==> config.mk <==
export PLATFORM = sky130hd
export DESIGN_NAME = aerout_axis_tx
export DESIGN_NICKNAME = d
export VERILOG_FILES = /design/src/rtl/aerout_axis_tx.sv
export SDC_FILE = /design/constraint.sdc
export NUM_CORES = 1
export LEC_CHECK = 0
export CORE_MARGIN = 4
export CORE_UTILIZATION = 38
export DETAILED_ROUTE_END_ITERATION = 10
export GPL_TIMING_DRIVEN = 0
export PLACE_DENSITY = 0.63
export SLEW_MARGIN = 0
export SYNTH_ARGS = -nofsm -noshare
export SYNTH_HDL_FRONTEND = slang
export SYNTH_SLANG_ARGS = --single-unit
==> constraint.sdc <==
create_clock -name clk -period 4.7 [get_ports clk]
set_clock_uncertainty 0.1 [all_clocks]
set_input_delay 0.94 -clock clk [delete_from_list [all_inputs] [get_ports clk]]
set_output_delay 0.94 -clock clk [all_outputs]
set_load 0.01 [all_outputs]
==> src/rtl/aerout_axis_tx.sv <==
// aerout_axis_tx
//   Return path from the ODIN core to the host. Output spike events arrive on
//   the AEROUT 4-phase handshake, are stamped with a prescaled 16-bit
//   timestamp, buffered in a small FIFO and sent out one at a time as 4-byte
//   AXI-Stream frames:
//     B0 = {4'b0011, ovf, 3'b000}, B1 = addr, B2 = ts[15:8], B3 = ts[7:0] (tlast)
//
// Ports
//   clk, rst_n      system clock, asynchronous active-low reset
//   AEROUT_ADDR     spiking neuron address (stable while REQ is high)
//   AEROUT_REQ      AER request, asynchronous to clk
//   AEROUT_ACK      AER acknowledge (registered)
//   m_axis_*        AXI-Stream byte master (tdata/tvalid/tready/tlast)
//   CFG_TX_ENABLE   allows new frames to start; frames in flight always finish
//   TS_CLEAR        synchronous clear of prescaler and timestamp
//   DROP_CNT        saturating count of events dropped on a full FIFO
//   FIFO_LEVEL      current FIFO occupancy
module aerout_axis_tx #(
  parameter int FIFO_DEPTH  = 16,
  parameter int TS_PRESCALE = 100,
  parameter int SYNC_STAGES = 2
) (
  input  logic                        clk,
  input  logic                        rst_n,
  input  logic [7:0]                  AEROUT_ADDR,
  input  logic                        AEROUT_REQ,
  output logic                        AEROUT_ACK,
  output logic [7:0]                  m_axis_tdata,
  output logic                        m_axis_tvalid,
  input  logic                        m_axis_tready,
  output logic                        m_axis_tlast,
  input  logic                        CFG_TX_ENABLE,
  input  logic                        TS_CLEAR,
  output logic [15:0]                 DROP_CNT,
  output logic [$clog2(FIFO_DEPTH):0] FIFO_LEVEL
);

  localparam int AW = $clog2(FIFO_DEPTH);
  localparam int PW = (TS_PRESCALE > 1) ? $clog2(TS_PRESCALE) : 1;
  localparam logic [PW-1:0] PRESC_MAX = PW'(TS_PRESCALE - 1);
  localparam logic [AW:0]   DEPTH_CNT = (AW+1)'(FIFO_DEPTH);

  // ---------------------------------------------------------------------------
  // Timestamp: prescaler 0..TS_PRESCALE-1, ts ticks on prescaler wrap.
  // TS_CLEAR wins over a coincident tick.
  // ---------------------------------------------------------------------------
  logic [PW-1:0] presc_reg;
  logic [15:0]   ts_reg;

  always_ff @(posedge clk or negedge rst_n) begin
    if (!rst_n) begin
      presc_reg <= '0;
      ts_reg    <= '0;
    end else if (TS_CLEAR) begin
      presc_reg <= '0;
      ts_reg    <= '0;
    end else if (presc_reg == PRESC_MAX) begin
      presc_reg <= '0;
      ts_reg    <= ts_reg + 16'd1;
    end else begin
      presc_reg <= presc_reg + 1'b1;
    end
  end

  // ---------------------------------------------------------------------------
  // REQ synchroniser
  // ---------------------------------------------------------------------------
  logic [SYNC_STAGES-1:0] req_sync_reg;
  logic                   req_s;

  always_ff @(posedge clk or negedge rst_n) begin
    if (!rst_n) begin
      req_sync_reg <= '0;
    end else begin
      req_sync_reg <= {req_sync_reg[SYNC_STAGES-2:0], AEROUT_REQ};
    end
  end

  assign req_s = req_sync_reg[SYNC_STAGES-1];

  // ---------------------------------------------------------------------------
  // FIFO storage and status (declared early, used by both FSMs)
  // ---------------------------------------------------------------------------
  logic [24:0]   mem [FIFO_DEPTH];
  logic [AW-1:0] wr_ptr_reg;
  logic [AW-1:0] rd_ptr_reg;
  logic [AW:0]   count_reg;
  logic [24:0]   rd_data_reg;
  logic          full;
  logic          empty;
  logic          push;
  logic          pop;
  logic [24:0]   push_data;

  assign full  = (count_reg == DEPTH_CNT);
  assign empty = (count_reg == '0);

  // ---------------------------------------------------------------------------
  // Capture FSM
  // ---------------------------------------------------------------------------
  typedef enum logic {C_IDLE, C_ACK} cap_state_t;

  cap_state_t  cap_state_reg, cap_state_next;
  logic        ack_reg, ack_next;
  logic        ovf_reg, ovf_next;
  logic [15:0] drop_reg, drop_next;

  always_ff @(posedge clk or negedge rst_n) begin
    if (!rst_n) begin
      cap_state_reg <= C_IDLE;
      ack_reg       <= 1'b0;
      ovf_reg       <= 1'b0;
      drop_reg      <= '0;
    end else begin
      cap_state_reg <= cap_state_next;
      ack_reg       <= ack_next;
      ovf_reg       <= ovf_next;
      drop_reg      <= drop_next;
    end
  end

  always_comb begin
    cap_state_next = cap_state_reg;
    ack_next       = ack_reg;
    ovf_next       = ovf_reg;
    drop_next      = drop_reg;
    push           = 1'b0;
    case (cap_state_reg)
      C_IDLE: begin
        if (req_s) begin
          // ODIN is never stalled: the event is either queued or dropped,
          // and acknowledged either way.
          ack_next       = 1'b1;
          cap_state_next = C_ACK;
          if (!full) begin
            push     = 1'b1;
            ovf_next = 1'b0;
          end else begin
            ovf_next = 1'b1;
            if (drop_reg != 16'hFFFF) begin
              drop_next = drop_reg + 16'd1;
            end
          end
        end
      end
      C_ACK: begin
        if (!req_s) begin
          ack_next       = 1'b0;
          cap_state_next = C_IDLE;
        end
      end
      default: begin
        ack_next       = 1'b0;
        cap_state_next = C_IDLE;
      end
    endcase
  end

  assign push_data = {ovf_reg, AEROUT_ADDR, ts_reg};

  // ---------------------------------------------------------------------------
  // FIFO: array write, registered read doubling as the frame register
  // ---------------------------------------------------------------------------
  always_ff @(posedge clk) begin
    if (push) begin
      mem[wr_ptr_reg] <= push_data;
    end
  end

  always_ff @(posedge clk or negedge rst_n) begin
    if (!rst_n) begin
      wr_ptr_reg  <= '0;
      rd_ptr_reg  <= '0;
      count_reg   <= '0;
      rd_data_reg <= '0;
    end else begin
      if (push) begin
        wr_ptr_reg <= wr_ptr_reg + 1'b1;
      end
      if (pop) begin
        rd_ptr_reg  <= rd_ptr_reg + 1'b1;
        rd_data_reg <= mem[rd_ptr_reg];
      end
      case ({push, pop})
        2'b10:   count_reg <= count_reg + 1'b1;
        2'b01:   count_reg <= count_reg - 1'b1;
        default: count_reg <= count_reg;
      endcase
    end
  end

  // ---------------------------------------------------------------------------
  // TX FSM
  // ---------------------------------------------------------------------------
  typedef enum logic [2:0] {T_IDLE, T_B0, T_B1, T_B2, T_B3} tx_state_t;

  tx_state_t tx_state_reg, tx_state_next;
  logic      can_start;

  assign can_start = !empty && CFG_TX_ENABLE;

  always_ff @(posedge clk or negedge rst_n) begin
    if (!rst_n) begin
      tx_state_reg <= T_IDLE;
    end else begin
      tx_state_reg <= tx_state_next;
    end
  end

  always_comb begin
    tx_state_next = tx_state_reg;
    pop           = 1'b0;
    m_axis_tvalid = 1'b0;
    m_axis_tlast  = 1'b0;
    m_axis_tdata  = 8'h00;
    case (tx_state_reg)
      T_IDLE: begin
        if (can_start) begin
          pop           = 1'b1;
          tx_state_next = T_B0;
        end
      end
      T_B0: begin
        m_axis_tvalid = 1'b1;
        m_axis_tdata  = {4'b0011, rd_data_reg[24], 3'b000};
        if (m_axis_tready) tx_state_next = T_B1;
      end
      T_B1: begin
        m_axis_tvalid = 1'b1;
        m_axis_tdata  = rd_data_reg[23:16];
        if (m_axis_tready) tx_state_next = T_B2;
      end
      T_B2: begin
        m_axis_tvalid = 1'b1;
        m_axis_tdata  = rd_data_reg[15:8];
        if (m_axis_tready) tx_state_next = T_B3;
      end
      T_B3: begin
        m_axis_tvalid = 1'b1;
        m_axis_tlast  = 1'b1;
        m_axis_tdata  = rd_data_reg[7:0];
        if (m_axis_tready) begin
          // Back-to-back frames: reload the frame register on the last beat.
          if (can_start) begin
            pop           = 1'b1;
            tx_state_next = T_B0;
          end else begin
            tx_state_next = T_IDLE;
          end
        end
      end
      default: begin
        tx_state_next = T_IDLE;
      end
    endcase
  end

  assign AEROUT_ACK = ack_reg;
  assign DROP_CNT   = drop_reg;
  assign FIFO_LEVEL = count_reg;

endmodule

# After elaboration in Yosys (flattened, before gate mapping)
# Memories as Yosys holds them, arrays and structs flattened. A register that Yosys moved wholly into a read port is not among the register bits.
# Index checks and enable logic that the tools add are counted.
# word_totals
mem_count	1
output_inout_bits	32
ram_bits	400
ff_bits	60
# memory_table
name	depth	width	read_ports	rd_clocked_by_memory_dff	wr	line	text
mem	16	25	1	1	1	84	logic [24:0] mem [FIFO_DEPTH];
# op_classes
n_eq_ne	16
muxes	28
n_reduce_logical	12
n_bitwise	1
addsub	7
# ops
op	count
$add A16 B1 Y16 const B	2
$mux W16	2
$pmux W8 S4	1
$ne A16 B16 Y1 const B	1
$mux W3	5
$pmux W3 S5	1
$mux W1	14
$mux W7	2
$ne A2 B2 Y1 const B	7
$pmux W5 S2	1
$add A4 B1 Y4 const B	2
$add A7 B1 Y7 const B	1
$eq A7 B7 Y1 const B	1
$eq A3 B2 Y1 const B	2
$add A5 B1 Y5 const B	1
$eq A5 B5 Y1 const B	1
$logic_not A5 Y1	1
$reduce_and A5 Y1	1
$sub A5 B1 Y5 const B	1
$pmux W1 S2	2
$reduce_and A2 Y1	2
$reduce_and A4 Y1	1
$reduce_bool A2 Y1	2
$reduce_or A4 Y1	1
other kinds (8)	9

# Logic depth before layout (Yosys ltp)
# Gate-level depths: netlist of run 1.
# depth
depth_word	8
depth_mapped	13
depth_no_buf	12

# Worst setup path before layout of run 1
# No wires, ideal clock.
# synth_timing
path_kind	register -> register
start	register count_reg[0], in the netlist FIFO_LEVEL[0]
end	memory mem[3][0], enable pin
synth_period_minus_slack_ps	3469
setup_ps	438
path_stages_with_launch	7
path_buffers	1
t_required_ps	4162
arrival_time_ps	2931
slack_ps	1231
cell_sequence	dfrtp_1 -> nor4_2 -> nand2_1 -> and3_1 -> clkbuf_1 -> nand2_1 -> nor3_1
# synth_between
elab_chain_cells	6
# synth_lines
element	line	text
start: declaration	87	logic [AW:0] count_reg;
start signal: assignment	185	2'b10: count_reg <= count_reg + 1'b1;
start signal: assignment	186	2'b01: count_reg <= count_reg - 1'b1;
start signal: assignment	187	default: count_reg <= count_reg;
$eq A5 B5 Y1	95	assign full = (count_reg == DEPTH_CNT);
$mux W1	135	if (!full) begin
$mux W1	130	if (req_s) begin
$mux W1	128	case (cap_state_reg)
$mux W1	165	if (push) begin
$mux W1 (implied by the code)	166	mem[wr_ptr_reg] <= push_data;
end: declaration	84	
# No other way between the ends.

# Worst setup path in the final report of run 1
# layout_timing
start	register tx_state_reg[0]
end	output port m_axis_tdata[7]
# layout_between
elab_chain_cells	2
word_cells_on_any_way	5
cone_classes	eq/ne (4); mux (1)
# layout_lines
element	line	text
start: declaration	197	tx_state_t tx_state_reg, tx_state_next;
start signal: assignment	206	tx_state_reg <= tx_state_next;
$eq A3 B3 Y1, or another cell as far along	216	case (tx_state_reg)
$pmux W8 S4 (*)	216	
end: declaration	28	output logic [7:0] m_axis_tdata,
# Every way passes the cells marked *; elsewhere a longest branch is shown, timed or not.

==> results of run 1 <==
## stage by stage
| step | cells | cell area, µm² | worst slack [ps] | hold slack (ps) | TNS (ps) |
|---|---|---|---|---|---|
| global route | 1938 | 22780 | 401.0 | 163.0 | 0 |
| CTS | 1938 | 22780 | 550.2 | 136.6 | 0 |
| detailed placement | 1846 | 21190 | 393.9 | 250.3 | 0 |
| global placement | 1821 | 20630 | -1014 | 254.7 | -153760 |
| floorplan | 1104 | 19330 | 1231 | 231.2 | 0 |
| finish | 1938 | 22780 | 568.6 | 157.5 | 0 |
## cell type report
cell class / count / share of cell area, %
Clock buffer: 66 / 5.794
Buffer: 58 / 1.126
Inverter: 13 / 0.2142
Tap cell: 672 / 3.691
Clock inverter: 26 / 1.181
Timing Repair Buffer: 70 / 3.982
Sequential cell: 485 / 62.06
Multi-Input combinational cell: 548 / 21.95
## cell families (layout without fill, tap and decap cells)
group                      after synthesis  after routing  synth area share (%)
xor gates and xnor gates                40             40                 1.812
buffers and inverters                   71            233                 1.579
and+or+nand+nor                        219            219                 5.708
DFF                                    485            485                 73.12
AOI/OAI and AO/OA                      115            115                 3.676
adders and majority gates               14             14                0.9448
muxes                                  160            160                 13.16
## cells in the mapped netlist (all sizes together) (3+ instances only)
cell type    n
nand2       83
or3          3
nand3       18
or4          4
a21oi       11
ha          13
nor2        34
o21ai       66
mux2         3
nor3        13
xnor2       23
nand2b      30
xor2        17
mux2i       82
and3         6
dfrtp       85
nand4       12
o221ai      25
edfxtp     400
clkbuf      30
inv         13
buf         28
mux4        75
nor2b        7
## how the worst max path moves through the flow
stage / start / to / slack (ps) / depth (start not counted)
CTS: tx_state_reg[0] / m_axis_tdata[6] / 550 / 4
global route: tx_state_reg[0] / m_axis_tdata[7] / 400 / 4
floorplan: FIFO_LEVEL[0] / mem[3][0] / 1230 / 6
detailed placement: m_axis_tready / FIFO_LEVEL[4] / 390 / 13
global placement: FIFO_LEVEL[0] / mem[3][12] / -1010 / 6
finish: tx_state_reg[0] / m_axis_tdata[7] / 570 / 4
## worst max-delay path, cell delays in order (launching register included)
cell	delay (ps)
dfrtp_1	470
buf_1	560
mux2i_1	170
o21ai_0	630
clkdlybuf4s50_1	680
## power groups by stage
stage	logic, µW	clock network [µW]	registers (µW)
final	3530	3860	5180
after global routing	3840	4130	5210
after CTS	3570	3940	5170
after detailed placement	3550	0	5260
after global placement	3390	0	5260
after floorplan	2270	0	5220
## layer usage
| layer | GRT usage, % | vias to the layer above | share of wire, % |
|---|---|---|---|
| met5 | 0 | - | 0 |
| met4 | 4.976 | 0 | 2.3 |
| met3 | 2.744 | 66 | 5.4 |
| met2 | 25.99 | 289 | 48 |
| met1 | 23.07 | 5415 | 44 |
| li1 | - | 4553 | - |
==> metrics.txt, run 1 <==
run status=complete, no violations; register area share after synthesis=73.12%; Syn. warnings=0; part of the cycle the worst path needs=87.90%; cells after synthesis=1104; fillers=4323; CTS root buf=clkbuf_16; hold_buf cts=0; register clock-pin slew on the reported worst setup and hold paths=60 ps; initial DRC count=975; leading area contributor after synthesis=edfxtp_1; commonest cells after routing, fill and taps aside=edfxtp_1 (400), dfrtp_1 (85), nand2_1 (83); Worst Max-Slew Pin Slew=1066 ps; total power=12570 µW; CP required=3660 ps; Tightest Hold Check Type=in2async; Setup Fix Bufs, Post-CTS=0; first-pass GRT wire length=66.55 mm; CTS Buffer Depth=3; grt ovf=0; f_max=242.1 MHz; CTS buffer count=49; CTS tree=yes; Reg2Reg Setup Slack=980 ps; All-Layer GR Usage=16.30%; max_slew headroom=28.93%; H-tree Lvls=2; Cell Area, Synth=0.01933 mm²; Mapped Nets=1132; count of input and output buffers=45; DIE HEIGHT=233.6 µm; Synth area leaders=edfxtp_1 (62%), dfrtp_1 (11%), mux4_2 (8.7%); sequential power share=41.2%; fraction of registers with async set/reset=17.53%; Post-synth EDFFs=400; Seq cells post-synth=485; Pwr per Cell Area=551.8 mW/mm²; Internal Pwr Total=8735 µW; max FFs per register=400; crit end category=primary output; Vias/cell=5.327; routed wire length=43.81 mm; net count reported at finish=1253; synth unique cells=48; setup violators final=0; Final Hold Viols=0; clock power share=30.7%; share of cells above drive strength 1=17.46%; Clk Latency, worst-skew pair=590 ps; Lkg Pwr=0.007859 µW; vias in the first global route=10420; CP max FO=10; switching share of power=30.51%; Tmin final=4131 ps; max cap viols=0; crit path DAT=3090 ps; Final Max Tran Viols=0; reg2reg path depth=12; CTS sink count=485; largest net degree at the start of global routing=64; CP Launch Type=flip-flop; # resized after CTS=0; worst r2r dst=FIFO_LEVEL[4]; core area=0.05027 mm²; Chip Width=233.6 µm; num rows=82; commonest non-fill, non-tap cell in the layout=edfxtp_1; Starting Density=38.46%; syn_area_per_cell=17.51 µm²; post-detail-place hpwl=28.86 mm; Sw Pwr=3835 µW; ys flop type=edfxtp_1; Residual DRC=0; diodes inserted=0; DR vias=10320; area occupied by multi-input gates=0.005001 mm²; post-route antenna net violation count=0; GP Congestion=0.8060; initial antenna violation count=0; DR pass1 iterations=5; WL/cell=22.61 µm; Yosys top cell area share=62.12%; RSZ-0062 raised after global routing=false; Die ar.=0.05455 mm²; Register Area=0.01414 mm²; reg2reg start=FIFO_LEVEL[0]; final core occ=45.32%; synthesis-to-finish area growth=17.83%; IO Pins=46; Comb power frac=28.1%; worst vdd ir=0.2742 mV; crit path kind=reg2out
Power figures use the tool's default switching activity.
==> inputs of run 2 (changes only) <==
--- a/config.mk
+++ b/config.mk
@@ -5,11 +5,13 @@
 export SDC_FILE = /design/constraint.sdc
 export NUM_CORES = 1
 export LEC_CHECK = 0
+export CORE_ASPECT_RATIO = 1.4
 export CORE_MARGIN = 4
 export CORE_UTILIZATION = 38
 export DETAILED_ROUTE_END_ITERATION = 10
 export GPL_TIMING_DRIVEN = 0
 export PLACE_DENSITY = 0.63
+export SKIP_CTS_REPAIR_TIMING = 1
 export SLEW_MARGIN = 0
 export SYNTH_ARGS = -nofsm -noshare
 export SYNTH_HDL_FRONTEND = slang
==> constraint.sdc (replaced) <==
create_clock -name clk -period 4.7 [get_ports clk]
set_clock_uncertainty 0.1 [all_clocks]
set_input_delay 0.94 -clock clk [delete_from_list [all_inputs] [get_ports clk]]
set_output_delay 0.94 -clock clk [all_outputs]
set_load 0.02 [all_outputs]
==> run 2 against run 1 <==
Effect of this change: total power down 1.7%; wire length decreased by 0.37%; final cell count down 2.2%; sequential share of layout area increased by 0.55 points; worst hold slack improved by 100 ps; die area is essentially flat; register-to-register slack better by 70 ps; combinational power rose by 2%; first-iteration DRC count shrank 8.1%; critical endpoint is now FIFO_LEVEL[4].
==> metrics.txt, run 2 (same netlist as run 1, synthesis figures left out) <==
Clk Latency, worst-skew pair=550 ps; post-route antenna net violation count=0; crit end category=flip-flop; Chip Width=198.6 µm; routed wire length=43.65 mm; grt ovf=0; first-pass GRT wire length=64.92 mm; CP required=5030 ps; RSZ-0062 raised after global routing=false; IO Pins=46; commonest cells after routing, fill and taps aside=edfxtp_1 (400), dfrtp_1 (85), nand2_1 (83); fillers=4244; GP Congestion=0.8089; Hold Path Depth=0; Internal Pwr Total=8535 µW; Comb power frac=29.1%; run status=complete, no violations; All-Layer GR Usage=15.85%; CTS root buf=clkbuf_16; CP Launch Type=input pin; worst vdd ir=0.2278 mV; max FFs per register=400; total power=12360 µW; max_slew headroom=33.30%; max cap viols=0; beginning of the critical path=m_axis_tready; reg2reg start=FIFO_LEVEL[0]; H-tree Lvls=2; CTS buffer count=43; final worst slack=1030 ps; net count reported at finish=1247; Hold Crit Endpoint=req_sync_reg[1]; Residual DRC=0; setup violators final=0; initial DRC count=896; clock power share=29.1%; largest net degree at the start of global routing=45; Final Max Tran Viols=0; area occupied by multi-input gates=0.005001 mm²; post-detail-place hpwl=29.69 mm; Pwr per Cell Area=547.5 mW/mm²; DP Worst Slack=462.7 ps; switching share of power=30.96%; Tightest Hold Check Type=reg2reg; diodes inserted=0; DR pass1 iterations=5; CP max FO=8; Lkg Pwr=0.007784 µW; Sw Pwr=3828 µW; CTS sink count=485; CTS Buffer Depth=3; worst r2r dst=FIFO_LEVEL[4]; DIE HEIGHT=274.9 µm; core area=0.05025 mm²; register clock-pin slew on the reported worst setup and hold paths=60 ps; Die ar.=0.05461 mm²; Register Area=0.01414 mm²; part of the cycle the worst path needs=78.09%; commonest non-fill, non-tap cell in the layout=edfxtp_1; Tmin final=3670 ps; Starting Density=38.48%; vias in the first global route=10410; count of input and output buffers=45; final core occ=44.94%; min-delay src=req_sync_reg[0]; f_max=272.5 MHz; share of cells above drive strength 1=17.32%; sequential power share=41.8%; WL/cell=23.02 µm; num rows=97; crit path kind=in2reg; Reg2Reg Setup Slack=1050 ps; crit path DAT=4000 ps; Final Hold Viols=0; reg2reg path depth=12; Vias/cell=5.313; DR vias=10070; Worst Max-Slew Pin Slew=1001 ps; CTS tree=yes; synthesis-to-finish area growth=16.79%; final setup TNS=0 ps; initial antenna violation count=0
[run 2: changes by cell type in the layout (fill, tap and decap cells not counted), sizes merged]
cell      previous run  this run
clkbuf              96        86
clkinv              15        14
clkinvlp             3         2
inv                 16        15
[run 2: how the worst max path moves through the flow]
stage                            to  slack, ps  cells past startpoint
finish                FIFO_LEVEL[4]       1030                     13
global route        m_axis_tdata[0]        810                      7
CTS                   FIFO_LEVEL[4]        990                     12
detailed placement    FIFO_LEVEL[4]        460                     13
global placement         mem[3][19]      -1440                      6
floorplan                 mem[3][0]       1150                      6
[run 2: stage by stage]
stage | hold WS, ps | std cells | instance area, µm²
5_1_grt | 271.0 | 1896 | 22580
3_5_place_dp | 238.0 | 1817 | 21150
4_1_cts | 260.0 | 1896 | 22580
2_1_floorplan | 231.2 | 1104 | 19330
3_3_place_gp | 246.1 | 1792 | 20590
6_report | 259.4 | 1896 | 22580
[run 2: power groups by stage]
stage,Clock (µW),Sequential [µW],Combinational [µW]
3_5_place_dp,0,5260,3640
5_1_grt,3830,5200,3860
3_3_place_gp,0,5260,3480
4_1_cts,3650,5170,3650
6_report,3600,5170,3600
2_1_floorplan,0,5240,2310
[run 2: critical path: stages]
cell,delay [ps]
clkdlybuf4s50_1,500
nor2b_1,50
or4_1,480
buf_2,190
inv_1,150
ha_1,250
inv_1,110
fa_1,400
nor2b_1,110
o21ai_0,120
nand3_1,100
or3b_2,450
xnor2_1,140
[run 2: metal layers]
metal  wire, µm  vias up  track usage, %
met5          0        -               0
met4       1378        0           5.384
met3       1882       79           2.156
met2      23620      280           29.53
met1      16770     5182           18.72
li1           -     4533               -
[run 2: final cells by class]
type | count | share of cell area [%]
buffer | 58 | 1.136
clock buffer | 56 | 5.214
clock inverter | 23 | 1.108
inverter | 13 | 0.2161
multi-input combinational | 548 | 22.15
sequential | 485 | 62.61
tap | 643 | 3.563
timing repair buffer | 70 | 4.001
